--- src/rtl/wisard_pkg.sv ---
// ============================================================================
// Module      : wisard_pkg
// Description : Shared FSM encoding and sizing helper for the WiSARD stream TX.
// Revision    : 1.0 - initial release
// ============================================================================
`default_nettype none

package wisard_pkg;

    typedef enum logic [1:0] {
        ST_LOAD   = 2'd0,
        ST_SEND   = 2'd1,
        ST_WAIT   = 2'd2,
        ST_RESULT = 2'd3
    } wisard_state_e;

    // Ceiling log2, never narrower than one bit so counters always exist.
    function automatic int clog2_min1(input int value);
        int r;
        r = 0;
        for (int i = 0; i < 31; i++) begin
            if ((1 << i) < value) begin
                r = i + 1;
            end
        end
        return (r < 1) ? 1 : r;
    endfunction

endpackage

`default_nettype wire

--- src/rtl/wisard_sample_buf.sv ---
// ============================================================================
// Module      : wisard_sample_buf
// Description : N_RAMS x ADDRESS_WIDTH sample store, one write port and one
//               combinational read port.
// Revision    : 1.0 - initial release
// ============================================================================
`default_nettype none

module wisard_sample_buf
    import wisard_pkg::*;
#(
    parameter int ADDRESS_WIDTH = 8,
    parameter int N_RAMS        = 49,
    parameter int INDEX_WIDTH   = 6
) (
    input  logic                     clk,
    input  logic                     wr_en_i,
    input  logic [INDEX_WIDTH-1:0]   wr_idx_i,
    input  logic [ADDRESS_WIDTH-1:0] wr_data_i,
    input  logic [INDEX_WIDTH-1:0]   rd_idx_i,
    output logic [ADDRESS_WIDTH-1:0] rd_data_o
);

    logic [ADDRESS_WIDTH-1:0] mem_q [N_RAMS];

    always_ff @(posedge clk) begin
        if (wr_en_i) begin
            mem_q[wr_idx_i] <= wr_data_i;
        end
    end

    assign rd_data_o = mem_q[rd_idx_i];

endmodule

`default_nettype wire

--- src/rtl/wisard_stream_tx.sv ---
// ============================================================================
// Module      : wisard_stream_tx
// Description : Buffers one sample of RAM addresses, streams it bit-serially
//               to a WiSARD classifier and holds the returned class.
// Revision    : 1.0 - initial release
// ============================================================================
`default_nettype none

module wisard_stream_tx
    import wisard_pkg::*;
#(
    parameter int ADDRESS_WIDTH = 8,
    parameter int INDEX_WIDTH   = 6,
    parameter int N_RAMS        = 49,
    parameter int CLASS_WIDTH   = 4,
    parameter int TIMEOUT       = 1023
) (
    input  logic                     clk,
    input  logic                     rst_n,
    input  logic                     in_valid,
    output logic                     in_ready,
    input  logic [ADDRESS_WIDTH-1:0] in_data,
    output logic                     sop,
    output logic                     sink_valid,
    output logic                     addr,
    input  logic                     source_valid,
    input  logic [CLASS_WIDTH-1:0]   predicted_class,
    output logic                     res_valid,
    input  logic                     res_ready,
    output logic [CLASS_WIDTH-1:0]   res_class,
    output logic                     res_err,
    output logic                     busy
);

    localparam int BW = clog2_min1(ADDRESS_WIDTH);
    localparam int TW = clog2_min1(TIMEOUT + 1);
    localparam logic [INDEX_WIDTH-1:0] C_LAST_WORD = INDEX_WIDTH'(N_RAMS - 1);
    localparam logic [BW-1:0]          C_LAST_BIT  = BW'(ADDRESS_WIDTH - 1);
    localparam logic [TW-1:0]          C_TIMEOUT   = TW'(TIMEOUT);

    wisard_state_e state_q, state_d;
    logic [INDEX_WIDTH-1:0] word_cnt_q, word_cnt_d;
    logic [BW-1:0]          bit_cnt_q, bit_cnt_d;
    logic [TW-1:0]          tmo_cnt_q, tmo_cnt_d;
    logic                   in_ready_q, in_ready_d;
    logic                   sop_q, sop_d;
    logic                   sink_valid_q, sink_valid_d;
    logic                   addr_q, addr_d;
    logic                   res_valid_q, res_valid_d;
    logic [CLASS_WIDTH-1:0] res_class_q, res_class_d;
    logic                   res_err_q, res_err_d;
    logic                   busy_q, busy_d;

    logic                     w_wr_en;
    logic                     w_last_bit;
    logic [BW-1:0]            w_next_bit;
    logic [INDEX_WIDTH-1:0]   w_next_word;
    logic [INDEX_WIDTH-1:0]   w_rd_idx;
    logic [ADDRESS_WIDTH-1:0] w_rd_word;
    logic                     w_first_bit;
    logic [TW-1:0]            w_tmo_inc;

    assign w_wr_en     = (state_q == ST_LOAD) && in_valid && in_ready_q;
    assign w_last_bit  = (word_cnt_q == C_LAST_WORD) && (bit_cnt_q == C_LAST_BIT);
    assign w_next_bit  = (bit_cnt_q == C_LAST_BIT) ? '0 : bit_cnt_q + 1'b1;
    assign w_next_word = (bit_cnt_q == C_LAST_BIT) ? word_cnt_q + 1'b1 : word_cnt_q;
    assign w_rd_idx    = (state_q == ST_SEND && !w_last_bit) ? w_next_word : '0;
    assign w_tmo_inc   = tmo_cnt_q + 1'b1;
    // A one-word sample has RAM 0 arriving in the same cycle it must be sent.
    assign w_first_bit = (word_cnt_q == '0) ? in_data[0] : w_rd_word[0];

    wisard_sample_buf #(
        .ADDRESS_WIDTH (ADDRESS_WIDTH),
        .N_RAMS        (N_RAMS),
        .INDEX_WIDTH   (INDEX_WIDTH)
    ) u_sample_buf (
        .clk       (clk),
        .wr_en_i   (w_wr_en),
        .wr_idx_i  (word_cnt_q),
        .wr_data_i (in_data),
        .rd_idx_i  (w_rd_idx),
        .rd_data_o (w_rd_word)
    );

    always_comb begin
        state_d      = state_q;
        word_cnt_d   = word_cnt_q;
        bit_cnt_d    = bit_cnt_q;
        tmo_cnt_d    = tmo_cnt_q;
        in_ready_d   = in_ready_q;
        sop_d        = 1'b0;
        sink_valid_d = sink_valid_q;
        addr_d       = addr_q;
        res_valid_d  = res_valid_q;
        res_class_d  = res_class_q;
        res_err_d    = res_err_q;

        case (state_q)
            ST_LOAD: begin
                in_ready_d = 1'b1;
                if (w_wr_en) begin
                    if (word_cnt_q == C_LAST_WORD) begin
                        state_d      = ST_SEND;
                        in_ready_d   = 1'b0;
                        sop_d        = 1'b1;
                        sink_valid_d = 1'b1;
                        addr_d       = w_first_bit;
                        word_cnt_d   = '0;
                        bit_cnt_d    = '0;
                    end else begin
                        word_cnt_d = word_cnt_q + 1'b1;
                    end
                end
            end
            ST_SEND: begin
                if (w_last_bit) begin
                    state_d      = ST_WAIT;
                    sink_valid_d = 1'b0;
                    addr_d       = 1'b0;
                    tmo_cnt_d    = '0;
                end else begin
                    word_cnt_d = w_next_word;
                    bit_cnt_d  = w_next_bit;
                    addr_d     = w_rd_word[w_next_bit];
                end
            end
            ST_WAIT: begin
                // A result arriving on the timeout cycle still counts as valid.
                if (source_valid) begin
                    state_d     = ST_RESULT;
                    res_valid_d = 1'b1;
                    res_class_d = predicted_class;
                    res_err_d   = 1'b0;
                end else if (w_tmo_inc == C_TIMEOUT) begin
                    state_d     = ST_RESULT;
                    tmo_cnt_d   = w_tmo_inc;
                    res_valid_d = 1'b1;
                    res_class_d = '0;
                    res_err_d   = 1'b1;
                end else begin
                    tmo_cnt_d = w_tmo_inc;
                end
            end
            ST_RESULT: begin
                if (res_ready) begin
                    state_d     = ST_LOAD;
                    res_valid_d = 1'b0;
                    in_ready_d  = 1'b1;
                    word_cnt_d  = '0;
                end
            end
            default: begin
                state_d = ST_LOAD;
            end
        endcase

        busy_d = (state_d != ST_LOAD);
    end

    always_ff @(posedge clk or negedge rst_n) begin
        if (!rst_n) begin
            state_q      <= ST_LOAD;
            word_cnt_q   <= '0;
            bit_cnt_q    <= '0;
            tmo_cnt_q    <= '0;
            in_ready_q   <= 1'b0;
            sop_q        <= 1'b0;
            sink_valid_q <= 1'b0;
            addr_q       <= 1'b0;
            res_valid_q  <= 1'b0;
            res_class_q  <= '0;
            res_err_q    <= 1'b0;
            busy_q       <= 1'b0;
        end else begin
            state_q      <= state_d;
            word_cnt_q   <= word_cnt_d;
            bit_cnt_q    <= bit_cnt_d;
            tmo_cnt_q    <= tmo_cnt_d;
            in_ready_q   <= in_ready_d;
            sop_q        <= sop_d;
            sink_valid_q <= sink_valid_d;
            addr_q       <= addr_d;
            res_valid_q  <= res_valid_d;
            res_class_q  <= res_class_d;
            res_err_q    <= res_err_d;
            busy_q       <= busy_d;
        end
    end

    assign in_ready   = in_ready_q;
    assign sop        = sop_q;
    assign sink_valid = sink_valid_q;
    assign addr       = addr_q;
    assign res_valid  = res_valid_q;
    assign res_class  = res_class_q;
    assign res_err    = res_err_q;
    assign busy       = busy_q;

endmodule

`default_nettype wire

--- config.mk ---
export PLATFORM = sky130hd
export DESIGN_NAME = wisard_stream_tx
export DESIGN_NICKNAME = d
export VERILOG_FILES = /design/src/rtl/wisard_pkg.sv /design/src/rtl/wisard_sample_buf.sv /design/src/rtl/wisard_stream_tx.sv
export SDC_FILE = /design/constraint.sdc
export NUM_CORES = 1
export LEC_CHECK = 0
export ABC_AREA = 1
export CORE_UTILIZATION = 24
export CTS_CLUSTER_DIAMETER = 120
export DETAILED_ROUTE_END_ITERATION = 16
export PLACE_DENSITY = 0.4
export SLEW_MARGIN = 10
export SYNTH_ARGS = -nofsm -noshare
export SYNTH_HDL_FRONTEND = slang
export SYNTH_SLANG_ARGS = --single-unit
--- constraint.sdc ---
create_clock -name clk -period 3.8 [get_ports clk]
set_clock_uncertainty 0.05 [all_clocks]
set_input_delay 0.76 -clock clk [delete_from_list [all_inputs] [get_ports clk]]
set_output_delay 0.76 -clock clk [all_outputs]
set_load 0.1 [all_outputs]
### Word-level counts from Yosys, hierarchy flattened

Memories as Yosys holds them, arrays and structs flattened.
Index checks and enable logic that the tools add are counted.

* register bits after elaboration: 32
* memory bits (writable): 392
* input port bits: 17
* output and inout bits: 11
* memories: 1

Memory list
* u_sample_buf.mem_q: depth 49, width 8, read ports 1, clocked after Yosys merged registers in 0, write ports 1, line wisard_sample_buf.sv:24 `logic [ADDRESS_WIDTH-1:0] mem_q [N_RAMS];`

* add/sub/neg operators: 3
* magnitude comparators: 1
* equality and inequality tests: 13
* muxes and demuxes: 49
* reductions and logical operators: 22

Operator list (number)
* 6-bit two-way mux: 6
* 1-bit two-way mux: 20
* 10-bit two-way mux: 2
* 10-bit case mux with 2 select lines: 1
* 6-bit case mux with 3 select lines: 1
* 2-bit two-way mux: 6
* 3-bit two-way mux: 4
* 4-bit AND reduction: 3
* 2-bit nonzero test: 6
* 10-bit by 1-bit adder with 10-bit output, second input constant: 1
* 10-bit equality test, second input constant: 1
* 3-bit AND reduction: 3
* 4-bit two-way mux: 2
* 2-bit != test, second input constant: 4
* 1-bit case mux with 2 select lines: 4
* 2-bit case mux with 4 select lines: 1
* 6-bit by 1-bit adder with 6-bit output, second input constant: 1
* 6-bit equality test, second input constant: 1
* 6-bit zero test: 1
* 3-bit case mux with 2 select lines: 1
* 2-bit equality test, second input constant: 2
* 1-bit logical AND: 4
* 3-bit by 4-bit less-than comparator with 1-bit output, second input constant: 1
* 2-bit by 1-bit != test with 1-bit output, second input constant: 2
* other kinds (9): 10

### Longest topological paths before layout

An unclocked memory read counts as a cell.

* depth in word-level cells: 10
* gate-level depth with buffers: 23

### Modules after synthesis

Synthesis repeated with hierarchy kept, for this count alone.

* cells, all modules: 1641
* area, all modules: 17952.2 µm²

By module, submodules not included
* wisard_sample_buf: instances 1, cells each 1378, area an instance 16046.6 µm², sequential area each 11771.3 µm²
* wisard_stream_tx: instances 1, cells each 263, area an instance 1905.6 µm², sequential area each 800.8 µm²

### Least setup slack after synthesis

Ideal clock, no wire load.

* kind: reg-to-reg
* start: register in_ready_q (netlist: in_ready)
* end: memory u_sample_buf.mem_q[48][0], enable pin
* data arrival time: 2.227 ns
* required time: 3.367 ns
* slack: 1.140 ns
* stages on the path, launching flop included: 5
* clock period less this slack: 2.660 ns
* path through: dfrtp_1 nand3_1 nor2_1 nand3_1 nor3_1

* word-level cells in the longest chain between the ends: 3

RTL lines
* start: declaration: line wisard_stream_tx.sv:45 `logic in_ready_q, in_ready_d;`
* start signal: assignment: line wisard_stream_tx.sv:179 `in_ready_q <= in_ready_d;`
* 1-bit logical AND: line wisard_stream_tx.sv:63 `assign w_wr_en = (state_q == ST_LOAD) && in_valid && in_ready_q;`
* 1-bit two-way mux: line wisard_sample_buf.sv:27 `if (wr_en_i) begin`
* 1-bit two-way mux (implied by the code): line wisard_sample_buf.sv:28 `mem_q[wr_idx_i] <= wr_data_i;`
* end: declaration: line wisard_sample_buf.sv:24

Every way passes these cells.

### Worst setup path after layout

* start: register bit_cnt_q[0]
* end: register addr_q (netlist: addr)

* word-level cells in the longest chain between the ends: 10
* elaborated cells on any way between the ends: 16
* those cells by class: add/sub (1); eq/ne (1); mux (10); reduce/logical (3); memory (1)

RTL lines
* start: declaration: line wisard_stream_tx.sv:43 `logic [BW-1:0] bit_cnt_q, bit_cnt_d;`
* start signal: assignment: line wisard_stream_tx.sv:177 `bit_cnt_q <= bit_cnt_d;`
* 3-bit equality test: line wisard_stream_tx.sv:64, wisard_stream_tx.sv:65, wisard_stream_tx.sv:66
* 1-bit logical AND: line wisard_stream_tx.sv:64 `assign w_last_bit = (word_cnt_q == C_LAST_WORD) && (bit_cnt_q == C_LAST_BIT);`
* 1-bit zero test: line wisard_stream_tx.sv:67 `assign w_rd_idx = (state_q == ST_SEND && !w_last_bit) ? w_next_word : '0;`
* 1-bit logical AND: line wisard_stream_tx.sv:67
* 6-bit two-way mux: line wisard_stream_tx.sv:67
* memory read 49 x 8 bit
* 1-bit binary-select mux with 3-bit select or 1-bit two-way mux (tied branches): line wisard_stream_tx.sv:124, wisard_stream_tx.sv:70
* 1-bit two-way mux, on equally long branches: line wisard_stream_tx.sv:124, wisard_stream_tx.sv:102
* 1-bit two-way mux, on equally long branches: line wisard_stream_tx.sv:116, wisard_stream_tx.sv:101
* 1-bit case mux with 2 select lines *: line wisard_stream_tx.sv:98 `case (state_q)`
* end signal: assignment: line wisard_stream_tx.sv:182 `addr_q <= addr_d;`
* end: declaration: line wisard_stream_tx.sv:48 `logic addr_q, addr_d;`

Every way passes the cells marked *; elsewhere a longest branch is shown, timed or not. The select of a mux whose other input is x is not followed.
A chain may end at the register's enable or synchronous reset.

==> results by group <==
Setup path
  – WP data required: 4.26 ns
  – Critical Path Fanout Max: 31
  – Critical Path AT: between 3 and 4 ns
  – Worst R2R Setup Slack: about 0.35 ns
  – CP Capture Type: flop
  – FF-to-FF End: addr
  – Reg2Reg Depth: 21
  – Worst R2R Start: bit_cnt_q[0]
  – Setup CP Type: flop to flop
  – Startpoint types: flop

Yosys
  – Synth Flop Type: edfxtp_1
  – FFs w/ async S/R, synth: 0.0755
  – Post-synthesis cell type count: 26
  – EDFF count, synth: 392
  – Syn Nets: ~1600
  – Register area share after synthesis: 0.709
  – Synthesized instance count: 1558
  – Area of the mapped netlist: 0.0177 mm²
  – Yosys reg bits: 424
  – Synth Area per Inst: 11.4 µm²
  – Synth Warn #: 0

Placed design
  – Pre-CTS setup slack: 0.157 ns
  – Gpl congestion: 0.821
  – Post-DP HPWL: 30.7 mm
  – Quantity of I/O buffers inserted on ports: 27

Route
  – DRC Markers: 0
  – Vias per Instance: 4.54
  – First-pass iteration count of the detailed router: 5
  – DRT antenna net count: 0
  – Final wirelength: 52.3 mm
  – Vias: 11900
  – Routed len/inst: about 20 µm
  – Initial drt markers: 1024

Power and ir drop
  – Leak: 7.49 nW
  – Maximum vdd drop: 0.582 mV
  – Total Power: 14.7 mW
  – Pwr dens: 701 mW/mm²

Floorplan
  – Die Area: 0.0749 mm²
  – Core area: 0.0730 mm²
  – Ports: 28
  – DIE HEIGHT: 274 µm
  – Die W: 274 µm
  – Cell Rows: between 90 and 100
  – Initial Util: 0.243

CTS
  – Clock sink total: roughly 420
  – CTS buffer count: 49
  – Clk root buf: clkbuf_16
  – Postcts setup bufs: 0
  – CTS Buffer Depth: 3
  – H-Tree Depth: 2
  – # hold bufs at CTS: 0
  – Worst-path clk slew: 0.07 ns
  – Skew-Pair Late Insertion Delay: 0.59 ns
  – CTS tree: yes

Outcome
  – Status: complete, no violations

STA
  – Final setup margin: approximately 0.35 ns
  – Setup Viol. Count Final: 0
  – Slew Viols, Final: 0
  – RSZ-0062 raised after global routing: no
  – Final hold vios: 0
  – Fin Setup TNS: 0 ns
  – Period utilisation layout: 0.908
  – Worst-Margin Slew: 1.13 ns
  – Crit path time final: 3.45 ns
  – Slew HR: 0.243
  – Max Fclk: 290 MHz

Final layout
  – Diodes inserted: 0
  – Layout cells sized above 1: 0.0981
  – Most frequent cells in the layout: 425 x nand3_1, 424 x nand2_1, 392 x edfxtp_1
  – Area of the multi-input gates: roughly 0.0046 mm²
  – Area Overhead vs Synth: 18.0%
  – FF+latch area: between 0.01 and 0.015 mm²
  – Leading cell type in the layout, fill and taps excluded: nand3_1
  – Fillers: 7401
  – Final net count: 1649

GRT
  – Overflow left after global routing: 0
  – Number of global-route vias before repair: approximately 12000
  – GRT Util Overall: 0.141
  – Largest net degree at the start of global routing: 97
  – Global-route wire length before repair: just under 80 mm
  – Antenna violations before repair: 0

Min path
  – Hold path depth: 2
  – Hold Crit Start: res_class[3]
  – Hold Path End: res_class[3]
  – Min-Delay Path Class: flop to flop

Run
  – Max Cap Viol: 0
## sequential cells by signal (all words and copies together) (netlist names)
name and flops:
u_sample_buf.mem_q 392, sop 1, bit_cnt_q 3, res_class 4, res_valid 1, tmo_cnt_q 10, busy 1, res_err 1
sink_valid 1, in_ready 1, state_q 2, word_cnt_q 6, addr 1
## power breakdown
group	total [mW]	leakage [nW]	internal [mW]	switching [mW]
registers	5.49	3.92	5.33	0.158
clock network	4.44	0.730	2.57	1.88
logic	4.72	2.84	1.30	3.42
## layer usage
layer | share of wire | vias up | global-route usage
li1 | - | 5649 | -
met1 | 0.47 | 5924 | 0.195
met5 | 0 | - | 0
met4 | 0.018 | 0 | 0.0394
met3 | 0.045 | 57 | 0.0207
met2 | 0.46 | 282 | 0.228
## cells by family after synthesis
kind of cell | Yosys count | synth area share
DFF | 424 | 0.709
xor gates and xnor gates | 12 | 0.00593
AOI/OAI and AO/OA | 47 | 0.0140
adders and majority gates | 6 | 0.00424
buffers and inverters | 130 | 0.0338
and+or+nand+nor | 939 | 0.233
## critical path: stages (launching register included)
cell and delay, ns:
dfrtp_1 0.39, ha_1 0.17, ha_2 0.32, inv_1 0.19, nand2_1 0.12, nand2_1 0.12
nor2_8 0.17, nand2_8 0.08, inv_2 0.10, buf_6 0.31, nand2_1 0.10, nand3_1 0.10
nand3_1 0.08, nand3_1 0.20, nand3_1 0.11, a21oi_1 0.31, nand2_1 0.09, nand3_1 0.08
nand2_1 0.06, nand2_1 0.05, nand2_1 0.05, a21oi_1 0.11
## worst max path at each step
stage	startpoint	end	cells past startpoint
6_report	bit_cnt_q[0]	addr	21
5_1_grt	bit_cnt_q[0]	addr	21
4_1_cts	bit_cnt_q[0]	addr	21
3_5_place_dp	bit_cnt_q[0]	addr	21
3_3_place_gp	bit_cnt_q[0]	addr	21
2_1_floorplan	in_ready	u_sample_buf.mem_q[48][0]	4
## synth_stat cells (4+ instances only)
| cell type | instances | area share |
|---|---|---|
| nand3_1 | 426 | 0.12 |
| nand2_1 | 424 | 0.090 |
| edfxtp_1 | 392 | 0.66 |
| nor2_1 | 72 | 0.015 |
| buf_2 | 50 | 0.014 |
| inv_1 | 40 | 0.0085 |
| dfrtp_1 | 32 | 0.045 |
| o21ai_0 | 20 | 0.0056 |
| a21oi_1 | 18 | 0.0051 |
| clkbuf_1 | 13 | 0.0028 |
| buf_1 | 10 | 0.0021 |
| xor2_1 | 10 | 0.0049 |
| buf_4 | 9 | 0.0038 |
| o22ai_1 | 8 | 0.0028 |
| ha_1 | 6 | 0.0042 |
| inv_2 | 6 | 0.0013 |
| nand4_1 | 5 | 0.0018 |
| nor3_1 | 4 | 0.0011 |
## metrics by stage
| stage | std cells | utilization | instance area, µm² | hold slack, ns |
|---|---|---|---|---|
| after floorplan | 1558 | - | 17700 | 0.398 |
| after global placement | 2534 | 0.266 | 19400 | 0.409 |
| after detailed placement | 2534 | 0.266 | 19400 | 0.408 |
| after CTS | 2621 | 0.286 | 20900 | 0.423 |
| after global routing | 2621 | 0.287 | 20900 | 0.443 |
| final | 2621 | 0.287 | 20900 | 0.425 |
## cell type report
class	count	area share
clock inverters	27	0.00856
flip-flops and latches	424	0.601
well taps	959	0.0574
multi-input cells	1004	0.219
clock buffers	60	0.0627
inverters	46	0.00832
repair buffers	101	0.0425
## what timing repair did
item                                   4_1_cts  5_1_grt
endpoints found under the hold margin        0        0
resized for setup                            0        2
setup endpoints to repair                    0        1
No activity file was read; power rests on OpenSTA's default activity.
